`src/rtl/elevator_pkg.sv`:
```
// Shared types and default sizing for the elevator scan controller.
package elevator_pkg;

    typedef enum logic [1:0] {
        StIdle,
        StMoving,
        StDoorOpen
    } state_e;

    localparam int unsigned DefNumFloors    = 8;
    localparam int unsigned DefTravelCycles = 10;
    localparam int unsigned DefDoorCycles   = 20;

endpackage

```
`src/rtl/elev_timer.sv`:
```
// Loadable down-counter that holds at zero; holds its value when neither loaded nor decremented.
module elev_timer #(
    parameter int unsigned Width = 8
) (
    input  logic             clk,
    input  logic             rst,
    input  logic             load,
    input  logic             dec,
    input  logic [Width-1:0] load_val,
    output logic             zero
);

    logic [Width-1:0] count_q;

    always_ff @(posedge clk) begin
        if (rst) begin
            count_q <= '0;
        end else if (load) begin
            count_q <= load_val;
        end else if (dec && (count_q != '0)) begin
            count_q <= count_q - 1'b1;
        end
    end

    assign zero = (count_q == '0);

endmodule

```
`src/rtl/elevator_scan_ctrl.sv`:
```
// Single-car SCAN elevator controller: latches hall/cabin calls, sweeps in one direction
// while requests remain ahead, and dwells with the door open at each requested floor.
module elevator_scan_ctrl
    import elevator_pkg::*;
#(
    parameter int unsigned NUM_FLOORS    = DefNumFloors,
    parameter int unsigned FLOOR_W       = $clog2(NUM_FLOORS),
    parameter int unsigned TRAVEL_CYCLES = DefTravelCycles,
    parameter int unsigned DOOR_CYCLES   = DefDoorCycles
) (
    input  logic                  clk,
    input  logic                  rst,
    input  logic [NUM_FLOORS-1:0] move_up_call,
    input  logic [NUM_FLOORS-1:0] move_down_call,
    input  logic [NUM_FLOORS-1:0] req_floor,
    input  logic                  open_door,
    input  logic                  close_door,
    input  logic                  over_weight,
    output logic                  door_state,
    output logic                  over_weight_alert,
    output logic [FLOOR_W-1:0]    q,
    output logic                  dir_up,
    output logic                  moving,
    output logic [NUM_FLOORS-1:0] pending
);

    localparam int unsigned MaxCycles = (TRAVEL_CYCLES > DOOR_CYCLES) ? TRAVEL_CYCLES
                                                                      : DOOR_CYCLES;
    localparam int unsigned TimerW = $clog2(MaxCycles + 1);
    // Timers load N-1 so that zero is seen on the Nth cycle of the interval.
    localparam logic [TimerW-1:0] TravelLast = TimerW'(TRAVEL_CYCLES - 1);
    localparam logic [TimerW-1:0] DoorLast   = TimerW'(DOOR_CYCLES - 1);

    state_e                state_q, state_d;
    logic [FLOOR_W-1:0]    q_q, q_d, q_step;
    logic                  dir_up_q, dir_up_d;
    logic [NUM_FLOORS-1:0] pending_q, pending_d, clear_mask;
    logic                  door_state_q, moving_q, alert_q;

    logic                  travel_load, travel_dec, travel_zero;
    logic                  door_load, door_dec, door_zero;
    logic [TimerW-1:0]     door_val;
    logic                  any_above, any_below, beyond_step, at_limit;

    elev_timer #(
        .Width (TimerW)
    ) u_travel_timer (
        .clk      (clk),
        .rst      (rst),
        .load     (travel_load),
        .dec      (travel_dec),
        .load_val (TravelLast),
        .zero     (travel_zero)
    );

    elev_timer #(
        .Width (TimerW)
    ) u_door_timer (
        .clk      (clk),
        .rst      (rst),
        .load     (door_load),
        .dec      (door_dec),
        .load_val (door_val),
        .zero     (door_zero)
    );

    assign q_step   = dir_up_q ? (q_q + 1'b1) : (q_q - 1'b1);
    assign at_limit = dir_up_q ? (q_q == FLOOR_W'(NUM_FLOORS - 1)) : (q_q == '0);

    always_comb begin
        any_above   = 1'b0;
        any_below   = 1'b0;
        beyond_step = 1'b0;
        for (int i = 0; i < NUM_FLOORS; i++) begin
            if (pending_q[i]) begin
                if (i > int'(q_q)) any_above = 1'b1;
                if (i < int'(q_q)) any_below = 1'b1;
                if (dir_up_q ? (i > int'(q_step)) : (i < int'(q_step))) beyond_step = 1'b1;
            end
        end
    end

    always_comb begin
        state_d     = state_q;
        q_d         = q_q;
        dir_up_d    = dir_up_q;
        travel_load = 1'b0;
        travel_dec  = 1'b0;
        door_load   = 1'b0;
        door_dec    = 1'b0;
        door_val    = DoorLast;
        clear_mask  = '0;
        unique case (state_q)
            StIdle: begin
                if (pending_q[q_q] || open_door) begin
                    state_d   = StDoorOpen;
                    door_load = 1'b1;
                end else if (!over_weight) begin
                    if (any_above && (dir_up_q || !any_below)) begin
                        dir_up_d    = 1'b1;
                        state_d     = StMoving;
                        travel_load = 1'b1;
                    end else if (any_below) begin
                        dir_up_d    = 1'b0;
                        state_d     = StMoving;
                        travel_load = 1'b1;
                    end
                end
            end
            StMoving: begin
                if (!travel_zero) begin
                    travel_dec = 1'b1;
                end else begin
                    travel_load = 1'b1;
                    if (at_limit) begin
                        state_d = StIdle;
                    end else begin
                        q_d = q_step;
                        if (pending_q[q_step]) begin
                            state_d   = StDoorOpen;
                            door_load = 1'b1;
                        end else if (!beyond_step) begin
                            state_d = StIdle;
                        end
                    end
                end
            end
            StDoorOpen: begin
                clear_mask[q_q] = 1'b1;
                // Overload and open button both restart a full dwell.
                if (over_weight || open_door) begin
                    door_load = 1'b1;
                end else if (door_zero) begin
                    state_d = StIdle;
                end else if (close_door) begin
                    door_load = 1'b1;
                    door_val  = '0;
                end else begin
                    door_dec = 1'b1;
                end
            end
            default: state_d = StIdle;
        endcase
        pending_d = (pending_q | move_up_call | move_down_call | req_floor) & ~clear_mask;
    end

    always_ff @(posedge clk) begin
        if (rst) begin
            state_q      <= StIdle;
            q_q          <= '0;
            dir_up_q     <= 1'b1;
            pending_q    <= '0;
            door_state_q <= 1'b0;
            moving_q     <= 1'b0;
            alert_q      <= 1'b0;
        end else begin
            state_q      <= state_d;
            q_q          <= q_d;
            dir_up_q     <= dir_up_d;
            pending_q    <= pending_d;
            door_state_q <= (state_d == StDoorOpen);
            moving_q     <= (state_d == StMoving);
            alert_q      <= over_weight && (state_d != StMoving);
        end
    end

    assign door_state        = door_state_q;
    assign over_weight_alert = alert_q;
    assign q                 = q_q;
    assign dir_up            = dir_up_q;
    assign moving            = moving_q;
    assign pending           = pending_q;

endmodule

```
`config.mk`:
```
export PLATFORM = sky130hd
export DESIGN_NAME = elevator_scan_ctrl
export DESIGN_NICKNAME = d
export VERILOG_FILES = /design/src/rtl/elevator_pkg.sv /design/src/rtl/elev_timer.sv /design/src/rtl/elevator_scan_ctrl.sv
export SDC_FILE = /design/constraint.sdc
export NUM_CORES = 1
export LEC_CHECK = 0
export CAP_MARGIN = 20
export CORE_UTILIZATION = 46
export CTS_CLUSTER_SIZE = 16
export DETAILED_ROUTE_END_ITERATION = 10
export HOLD_SLACK_MARGIN = 0.03
export PLACE_DENSITY_LB_ADDON = 0.12
export SKIP_CTS_REPAIR_TIMING = 1
export SYNTH_ARGS = -nofsm -noshare
export SYNTH_HDL_FRONTEND = slang
export SYNTH_SLANG_ARGS = --single-unit
```
`constraint.sdc`:
```
create_clock -name clk -period 2.51 [get_ports clk]
set_input_delay 0.502 -clock clk [delete_from_list [all_inputs] [get_ports clk]]
set_output_delay 0.502 -clock clk [all_outputs]
set_load 0.01 [all_outputs]
```
# Word-level counts from Yosys, hierarchy flattened
# Cells that the tools add are included.
# W data, S select, Z words.
[op_classes]
add_sub_neg = 4
n_lt_le_gt_ge = 31
eq_ne = 6
n_mux = 102
bitwise = 8
n_reduce_logical = 21
[op_table]
columns = ["operator", "count"]
rows = [
  ["$mux W1", 76],
  ["$mux W5", 6],
  ["$gt A3 B3 Y1 const A", 8],
  ["$or A8 B8 Y8", 3],
  ["$mux W2", 10],
  ["$lt A3 B3 Y1 const A", 6],
  ["$gt A2 B3 Y1 const A", 4],
  ["$lt A1 B3 Y1 const A", 4],
  ["$lt A2 B3 Y1 const A", 4],
  ["$logic_not A5 Y1", 2],
  ["$reduce_bool A5 Y1", 2],
  ["$sub A5 B1 Y5 const B", 2],
  ["$and A8 B8 Y8", 1],
  ["$lt A3 B4 Y1 const B", 2],
  ["$mux W4", 2],
  ["$mux W8", 1],
  ["$not A8 Y8", 1],
  ["$bmux W1 S3", 2],
  ["$gt A1 B3 Y1 const A", 2],
  ["$pmux W2 S3", 1],
  ["$reduce_bool A2 Y1", 3],
  ["$logic_and A1 B1 Y1", 5],
  ["$eq A2 B1 Y1 const B", 2],
  ["$eq A2 B2 Y1 const B", 2],
  ["17 further kinds", 21],
]
[word_totals]
reg_bits = 27
input_bits = 29
word_cells = 182

# Longest topological paths before layout
[logic_depth]
depth_word = 27
depth_mapped = 10
mapped_depth_nobuf = 8

# By module
# Synthesis repeated with hierarchy kept, for this count alone.
[unflattened]
cells_unflattened = 228
hier_area_um2 = 1945.6
[by_module_without_submodules]
columns = ["module", "instances", "cells_per_inst", "area_each_um2", "seq_area_each_um2"]
rows = [
  ["elevator_scan_ctrl", 1, 154, 1292.5, 340.3],
  ["elev_timer", 2, 37, 326.6, 100.1],
]

# Worst setup path before layout
# No wires, ideal clock.
[synth_timing]
path_kind = "reg2reg"
startpoint = "register q_q[1], in the netlist q[1]"
endpoint = "register u_door_timer.count_q[1]"
setup_time_ns = 0.121
t_arrival_ns = 2.345
t_required_ns = 2.389
path_slack_ns = 0.044
path_stages_with_launch = 10
n_path_buf = 1
path_cell_list = "dfxtp_1 -> buf_2 -> inv_1 -> ha_1 -> xnor2_2 -> mux4_2 -> nand2_1 -> a21o_1 -> o211ai_4 -> mux2_4"
[synth_via]
elab_chain_cells = 9
[synth_rtl]
columns = ["item", "line", "rtl"]
rows = [
  ["from (decl)", "elevator_scan_ctrl.sv:35", "logic [FLOOR_W-1:0] q_q, q_d, q_step;"],
  ["from (signal assigned)", "elevator_scan_ctrl.sv:158", "q_q <= q_d;"],
  ["$sub A3 B1 Y3 or $add A3 B1 Y3 (tied branches)", "elevator_scan_ctrl.sv:67", "assign q_step = dir_up_q ? (q_q + 1'b1) : (q_q - 1'b1);"],
  ["$mux W3", "elevator_scan_ctrl.sv:67", ""],
  ["$bmux W1 S3", "elevator_scan_ctrl.sv:119", "if (pending_q[q_step]) begin"],
  ["$mux W1 (not written as such)", "elevator_scan_ctrl.sv:119", ""],
  ["$mux W1", "elevator_scan_ctrl.sv:119", ""],
  ["$mux W1", "elevator_scan_ctrl.sv:115", "if (at_limit) begin"],
  ["$mux W1", "elevator_scan_ctrl.sv:111", "if (!travel_zero) begin"],
  ["$pmux W1 S3 *", "elevator_scan_ctrl.sv:93", "unique case (state_q)"],
  ["$mux W5 or $reduce_bool A2 Y1 (tied branches)", "-", ""],
  ["to (signal assigned)", "elev_timer.sv:19", "count_q <= load_val;"],
  ["to (signal assigned)", "elev_timer.sv:21", "count_q <= count_q - 1'b1;"],
  ["to (decl)", "elev_timer.sv:13", "logic [Width-1:0] count_q;"],
]
# Mark *: on every way between the ends. The rest lies on a longest branch, timed or not. The select of a mux whose other input is x is not followed.
# A chain may end at the register's enable or synchronous reset.

# Worst setup path in the final report
[layout_timing]
startpoint = "register q_q[0], in the netlist q[0]"
endpoint = "register u_door_timer.count_q[1]"
# The elaborated chain is that of the path after synthesis.

==> impl_metrics.ini <==
[outcome]
status = completed

[pwr]
comb_power_share_pct = 34.4
p_int_mw = 0.796
p_total_mw = 1.19
p_clk_share_pct = 21.5
p_switching_mw = 0.391
ir_drop_uv = 368
power_leakage_nw = 0.912
p_seq_share_pct = 44.2
switching_share_pct = 32.9
p_per_area_mw_per_mm2 = 468

[placement]
place_ws_ns = 0.251
finalWeightedCongestion = 0.950
place.detailed.hpwl_mm = 3.86
dpl.cell_count = 319
numPortBuffers = 43

[global_routing]
track_usage_pct = 23.9
met2_usage_pct = 38.5
busiest_layer = met2
grt_overflow = 0
grt_pass1_vias = 1750
grt_antenna_before_repair = 0
grt_first_pass_wirelength_mm = 8.25
met3_usage_pct = 5.00
grt_max_degree = 23
grt_util_met1_pct = 33.0

[yosys]
synth_top_family_by_area = compound AO/OA/AOI/OAI gates
synth.avg_cell_area_um2 = 8.70
synth_mux_area_share_pct = 5.75
synth_edf_count = 0
synth_fa_ha_area_share_pct = 5.00
yosysUniqueCellTypes = 65
synth_simple_gate_area_share_pct = 25.5
ys_warn_count = 0
synth_area_leaders = dfxtp_1, ha_1, a211oi_1
synth_common_cells = dfxtp_1, nor2_1, nor3_1
async_flop_share_pct = 0
syn_inst = 230
synth_xor_area_share_pct = 2.56
netlist_area_mm2 = 0.00200
ys_seq_area_share_pct = 27.0
ys_ff_latch = 27
synth_top_area_cell = dfxtp_1
synth-compound-area-share_pct = 27.9
yosysTopAreaCellShare_pct = 27.0
synthFlopType = dfxtp_1
syn-num-nets = 267
yosysMostFrequentCell = dfxtp_1

[clock_tree]
clk_latency_ns = 0.28
cts_root_buffer = clkbuf_8
numClockSinks = 27
cts_tree = done
path_clk_slew_ns = 0.09
cts_max_path_buffers = 2
ctsHtreeMaxLevel = 1
cts_buffers = 3

[drt]
ant_nets = 0
drc = 0
drt-total-wl_mm = 5.09
drt_iter0_markers = 138
vias_per_cell = 5.95
first_pass_iters = 4
vias = 1921
wire_per_inst_um = 15.8

[flow_run]
drv_cap = 0

[sta]
setup_viol = 0
slew_viol_final = 0
period_needed_ns = 2.29
rsz0062_at_grt = false
setup_tns_ns = 0
hold_ws_ns = 0.488
period_share_pct = 91.1
max_slew.worst_pin.slew_ns = 0.521
fmax_ghz = 0.437
skew_ns = 0.00238
slew_headroom_pct = 65.2
hold_violations = 0
fin_ws_ns = 0.224

[floorplanning]
core_mm2 = 0.00409
die_x_um = 68.0
initial_core_util_pct = 49.0
rows = 23
ios = 44
dieArea_mm2 = 0.00462
die_h_um = 68.0

[worst_setup_path]
worstPathArrival_ns = 2.46
crit_type = reg2reg
cp-start-kind = register
timing.rr.start = q[0]
endpoint_kind = register
critPathLaunch = q[0]
cp_max_fo = 7
worstPathRequired_ns = 2.68

[finish]
nets = 311
fill_cells = 371
multiInputGateArea_mm2 = 0.00133
area_growth_pct = 26.8
diodes = 0
final-seq-area_um2 = 541
post_layout_nonfiller_instances = 323
final_layout_size_suffix_gt1_share_pct = 11.4

[hold_path]
hold_start = u_travel_timer.count_q[4]
hp-class = reg2reg
==> worst max-delay path, cell delays in order (launching register included) <==
cell,delay (ns)
dfxtp_1,0.37
ha_1,0.22
ha_1,0.38
nor2b_1,0.18
o211ai_1,0.19
nand4_1,0.19
a2bb2oi_2,0.19
o211ai_4,0.12
mux2_4,0.32
==> power by group through the flow <==
stage | clock network (mW) | registers, mW | logic (mW)
floorplan | 0 | 0.520 | 0.272
global placement | 0 | 0.533 | 0.402
detailed placement | 0 | 0.533 | 0.406
CTS | 0.263 | 0.523 | 0.410
global route | 0.280 | 0.531 | 0.446
finish | 0.255 | 0.524 | 0.408
==> kinds of logic after synthesis <==
kind of cell             after synthesis
AND/OR/NAND/NOR                       82
XOR/XNOR                               5
flip-flops                            27
AO/OA/AOI/OAI                         74
multiplexers                           8
adder cells (fa/ha/maj)                8
buffers and inverters                 26
==> per-layer routing <==
metal  up-vias  wire length (um)
li1        956                 -
met1       898              2470
met2        65              2320
met3         2               275
met4         0                24
met5         -                 0
==> area by class of cell <==
cell class,count,area share [%]
multi-input cells,177,52.6
flip-flops and latches,27,21.3
repair buffers,54,20.2
well taps,50,2.47
clock buffers,4,1.78
inverters,11,1.63
==> state kept, by name, summed over array words and instances (netlist names) <==
signal	cells
pending	8
over_weight_alert	1
q	3
dir_up	1
door_state	1
u_travel_timer.count_q	5
u_door_timer.count_q	5
moving	1
state_q	2
==> cell usage in the layout (no fill, tap or decap), drive strengths merged, types with 4 or more instances in the layout <==
cell,netlist,final
clkbuf,6,4
nand2b,7,7
a211oi,12,12
o31ai,5,5
ha,8,8
nor4,8,8
a21oi,11,11
inv,11,11
dfxtp,27,27
nand2,10,10
mux2i,4,4
nor3,13,13
o21ai,10,10
nor2b,9,9
nor2,17,17
buf,9,11
o211ai,5,5
clkdlybuf4s50,0,43
==> per-stage QoR <==
stage	cell area, um2	util [%]
CTS	2540	62.1
detailed placement	2490	61.0
global placement	2490	61.0
global route	2540	62.1
floorplan	2000	-
finish	2540	62.1
==> worst paths after layout <==
| check | endpoint | slack (ns) | cells after the start |
|---|---|---|---|
| setup / recovery | u_door_timer.count_q[1] | 0.22 | 8 |
| hold / removal | u_travel_timer.count_q[4] | 0.49 | 2 |
| setup reg to reg | u_door_timer.count_q[1] | 0.22 | 8 |
| hold reg to reg | u_travel_timer.count_q[4] | 0.49 | 2 |
Power figures use the tool's default switching activity.
==> RTL edit 1, RTL diff (same flow settings) <==
Register the output `dir_up` once more, cleared by the reset; this adds one clock of latency there. The other outputs are not delayed to match.
--- a/src/rtl/elevator_scan_ctrl.sv
+++ b/src/rtl/elevator_scan_ctrl.sv
@@ -169,3 +169,9 @@
     assign q                 = q_q;
-    assign dir_up            = dir_up_q;
+    always_ff @(posedge clk) begin
+        if (rst) begin
+            dir_up <= '0;
+        end else begin
+            dir_up <= dir_up_q;
+        end
+    end
     assign moving            = moving_q;
Formal check against the unedited RTL: not equivalent (Yosys sat finds a counterexample within 4 cycles, from zero or initial values and one cycle with rst high).
==> RTL edit 1 against the original RTL <==
  * Count of clock-buffer cells in the layout shrank 1
  * Combinational power decreased by 13%
  * Wire length down 4.8%
  * Synthesized cell count shrank 4.3%
  * Power up 5.6%
  * Maximum frequency is 4.5% lower
  * Setup slack lost 0.11 ns
  * Global-route usage barely moved
  * Sequential cell count rose by 1
  * Core utilization grew 2.6 points
  * Via count fell by 3.9%
  * Cell area is 4.5% lower
  * Area after synthesis decreased by 8.2%
  * Largest power group unchanged
==> RTL edit 1: results (changes against the original RTL) <==
critPathSlowestCell: "a2111o_1"
numCtsBuffers: 3  # unchanged
leakage_nw: 0.877  # -3.9%
worstSkewPairLatency_ns: 0.28  # about the same
cpLargestDelayFamily: "compound AO/OA/AOI/OAI gates"
power.ir.vdd_worst_v: 0.000261  # -29%
largest_register_ffs: 8  # unchanged
viasPerCell: 5.94  # -0.20%
nNetsFinal: 301  # -3.2%
p_int_mw: 0.883  # +11%
cp_max_fo: 8  # +1
cts_buffer_depth: 2  # unchanged
grt_pass1_vias: 1765  # +0.86%
grt_pass1_wl_mm: 7.96  # -3.6%
crit_arrival_ns: 2.62  # +0.16 ns
grt_max_degree: 24  # +4.3%
drt_wl_total_mm: 4.84  # -4.8%
antenna_found_initial: 0  # unchanged
tightest_slew_ns: 0.522  # +0.00129 ns
synthArstFlopShare_pct: 0  # unchanged
synthTopCellsByArea: "dfxtp_1 (31%), ha_1 (5.4%), a21oi_1 (4.4%)"
cts-root-buf: "clkbuf_8"
synth.distinct_cells: 59  # -9.2%
htreeDepth: 1  # unchanged
dp_slack_ns: 0.143  # -0.108 ns
synthFlopType: "dfxtp_1"
finClkSkew_ns: 0.00267  # +0.000294 ns
min_from: "u_travel_timer.count_q[4]"
cts.clk_slew.worst_paths_ns: 0.10
status: "completed"
num_antenna_cells: 0  # unchanged
drive_above_1_share_pct: 8.37  # -3.0 points
numPortBuffers: 43  # unchanged
groute.usage.overall_pct: 23.8  # -0.049 points
place.gp.congestion: 0.866  # -8.9%
startpoint: "q[1]"
drt_iter0_drc: 133  # -3.6%
dr.pass1.iters: 5  # +1
dp_hpwl_mm: 3.57  # -7.3%
syn_nets: 257  # -3.7%
critical_path.max_stage_delay_ns: 0.43  # +0.05 ns
min_path_type: "reg2reg"
synthTopCellsByCount: "dfxtp_1 (28), nor2_1 (18), a21oi_1 (16)"
ys_seq_area_share_pct: 30.5  # +3.5 points
RTL edit 1: cell count changes after synthesis, sizes merged, moves of 5 or more:
cell / change
o211ai: -5
a21oi: +5
nor3: -7
o41ai: +5
a211oi: -9
RTL edit 1: power groups by stage:
stage          Sequential (mW)  Combinational (mW)  Clock, mW
6_report                 0.535               0.353      0.365
5_1_grt                  0.540               0.388      0.394
4_1_cts                  0.534               0.351      0.372
3_5_place_dp             0.543               0.349          0
3_3_place_gp             0.542               0.345          0
2_1_floorplan            0.533               0.218          0
RTL edit 1: per-stage QoR:
stage          util, %  cell area (um2)  std cells  hold WS [ns]
6_report          64.7             2420        311         0.500
3_5_place_dp      62.5             2340        307         0.486
3_3_place_gp      62.5             2340        307         0.468
2_1_floorplan        -             1840        220         0.457
4_1_cts           64.4             2410        311         0.500
5_1_grt           64.7             2420        311         0.516
RTL edit 1: kinds of logic after synthesis:
family | Yosys count | share of synthesized area (%)
xor gates and xnor gates | 10 | 4.77
adders and majority gates | 8 | 5.45
muxes | 5 | 4.09
DFF | 28 | 30.5
buffers and inverters | 27 | 6.20
AOI/OAI and AO/OA | 69 | 27.2
and+or+nand+nor | 73 | 21.7
RTL edit 1: path summary, 6_finish.rpt:
path                                             endpoint  slack, ns  cells past startpoint
worst min-delay path            u_travel_timer.count_q[4]       0.50                      1
worst max-delay path                    over_weight_alert       0.12                      8
worst min register to register  u_travel_timer.count_q[4]       0.50                      1
worst max register to register          over_weight_alert       0.12                      8
RTL edit 1: layer usage:
layer | vias to the layer above | part of all wire, % | GRT usage (%) | wire length [um]
li1 | 907 | - | - | -
met1 | 870 | 44 | 29.9 | 2140
met2 | 63 | 50 | 41.2 | 2410
met3 | 6 | 5.3 | 4.51 | 258
met4 | 0 | 0.83 | 6.52 | 40
met5 | - | 0 | 0 | 0
RTL edit 1: final cells by class:
class / instances / area (um2)
fill: 317 / 1320
multi-input combinational: 165 / 1170
sequential: 28 / 562
timing repair buffer: 53 / 505
tap: 48 / 60.1
inverter: 13 / 48.8
clock buffer: 3 / 41.3
clock inverter: 1 / 30.0
==> RTL edit 2, RTL diff (same settings) <==
Made on the original files. The package constant `DefTravelCycles` goes from 10 to 20.
--- a/src/rtl/elevator_pkg.sv
+++ b/src/rtl/elevator_pkg.sv
@@ -10,3 +10,3 @@
     localparam int unsigned DefNumFloors    = 8;
-    localparam int unsigned DefTravelCycles = 10;
+    localparam int unsigned DefTravelCycles = 20;
     localparam int unsigned DefDoorCycles   = 20;
Check against the original RTL: no difference found for any inputs over 10 cycles, from zero or initial values and one cycle with rst high; that may be too few to reach the edited logic, so the function may still have changed.
==> RTL edit 2 against the original RTL <==
  * Critical path depth is 1 lower
  * Power is 10% lower
  * Wire length is 9.9% lower
  * Sequential power is 3% lower
  * Die area is 8.7% lower
  * Global-route usage is 0.54 points lower
  * Cell area is 7.7% lower
  * Setup slack better by 0.056 ns
  * Area after synthesis is 9.0% lower
  * Sequential cell count stayed put
  * Count of clock-buffer cells in the layout is 1 lower
==> RTL edit 2: results (changes against the original RTL) <==
status: "completed"
drt_iter0_drc: 120  # -13%
dpl-instance-area_mm2: 0.00228  # -8.3%
r2r.worst_path.cells: 7  # -1
n_fill_cell: 339  # -8.6%
place.gp.congestion: 0.916  # -3.5%
grt_pass1_vias: 1640  # -6.3%
crit_end: "u_door_timer.count_q[3]"
grt_use_met2_pct: 37.8  # -0.72 points
leakage_nw: 0.887  # -2.7%
synth.distinct_cells: 60  # -7.7%
reg2reg_setup_slack_ns: 0.28  # +0.06 ns
synthTopCellsByCount: "dfxtp_1 (27), nor2_1 (18), nand2_1 (12)"
globalRouteMet1Util_pct: 32.0  # -1.0 points
grt_pass1_wl_mm: 7.67  # -7.1%
drt_wl_total_mm: 4.58  # -9.9%
slew_headroom_pct: 59.7  # -5.5 points
critical_path.max_stage_delay_ns: 0.43  # +0.05 ns
synthTopCellsByArea: "dfxtp_1 (30%), ha_1 (5.5%), nor2_1 (3.7%)"
synth_fa_ha_area_share_pct: 5.50  # +0.50 points
synthMuxAreaShare_pct: 6.53  # +0.78 points
dp_hpwl_mm: 3.32  # -14%
use_met3_pct: 2.82  # -2.2 points
r2r_start: "q[1]"
crit_arrival_ns: 2.44  # -0.02 ns
drive_above_1_share_pct: 9.56  # -1.8 points
syn_nets: 246  # -7.9%
RTL edit 2: cells by family (layout without fill, tap and decap cells):
family / count (synthesis) / count (layout)
adders and majority gates: 8 / 8
DFF: 27 / 27
and+or+nand+nor: 73 / 73
muxes: 8 / 8
buffers and inverters: 22 / 64
xor gates and xnor gates: 10 / 10
AOI/OAI and AO/OA: 61 / 61
RTL edit 2: metrics by stage:
step	utilization [%]	total power, mW	instances	setup slack (ns)
2_1_floorplan	-	0.688	209	0.219
3_3_place_gp	61.5	0.809	295	0.232
3_5_place_dp	61.5	0.812	295	0.228
4_1_cts	62.8	1.07	299	0.205
5_1_grt	63.0	1.12	299	0.0151
6_report	63.0	1.07	299	0.280
RTL edit 2: how the worst min path moves through the flow:
stage | slack, ns | from | cells past startpoint | end
finish | 0.48 | u_door_timer.count_q[4] | 2 | u_door_timer.count_q[4]
floorplan | 0.44 | u_door_timer.count_q[4] | 2 | u_door_timer.count_q[4]
detailed placement | 0.47 | u_door_timer.count_q[4] | 2 | u_door_timer.count_q[4]
global placement | 0.46 | u_door_timer.count_q[4] | 2 | u_door_timer.count_q[4]
global route | 0.50 | u_door_timer.count_q[4] | 2 | u_door_timer.count_q[4]
CTS | 0.48 | u_door_timer.count_q[4] | 2 | u_door_timer.count_q[4]
RTL edit 2: area by class of cell:
cell class	count	area, um2	area share [%]
clock buffer	3	41.3	1.76
clock inverter	1	7.51	0.321
inverter	11	41.3	1.76
multi-input combinational	160	1170	50.2
sequential	27	541	23.1
tap	48	60.1	2.57
timing repair buffer	49	475	20.3
RTL edit 2: routing by layer:
metal / vias to the layer above / wire, um / part of all wire (%)
li1: 867 / - / -
met3: 9 / 212 / 4.6
met1: 786 / 2230 / 49
met4: 0 / 81 / 1.8
met2: 48 / 2060 / 45
met5: - / 0 / 0
RTL edit 2: worst max-delay path: cells and delay by family, from the launching register on:
family                     cells  cell delay (ns)
adders and majority gates      1             0.43
AOI/OAI and AO/OA              1             0.27
buffers and inverters          1             0.12
muxes                          2             0.56
and+or+nand+nor                1             0.18
DFF                            1             0.36
xor gates and xnor gates       1             0.23
RTL edit 2: power groups by stage:
stage,clock [mW],combinational [mW],sequential (mW)
3_5_place_dp,0,0.296,0.516
6_report,0.263,0.299,0.506
2_1_floorplan,0,0.180,0.508
4_1_cts,0.271,0.298,0.505
5_1_grt,0.280,0.330,0.512
3_3_place_gp,0,0.293,0.515
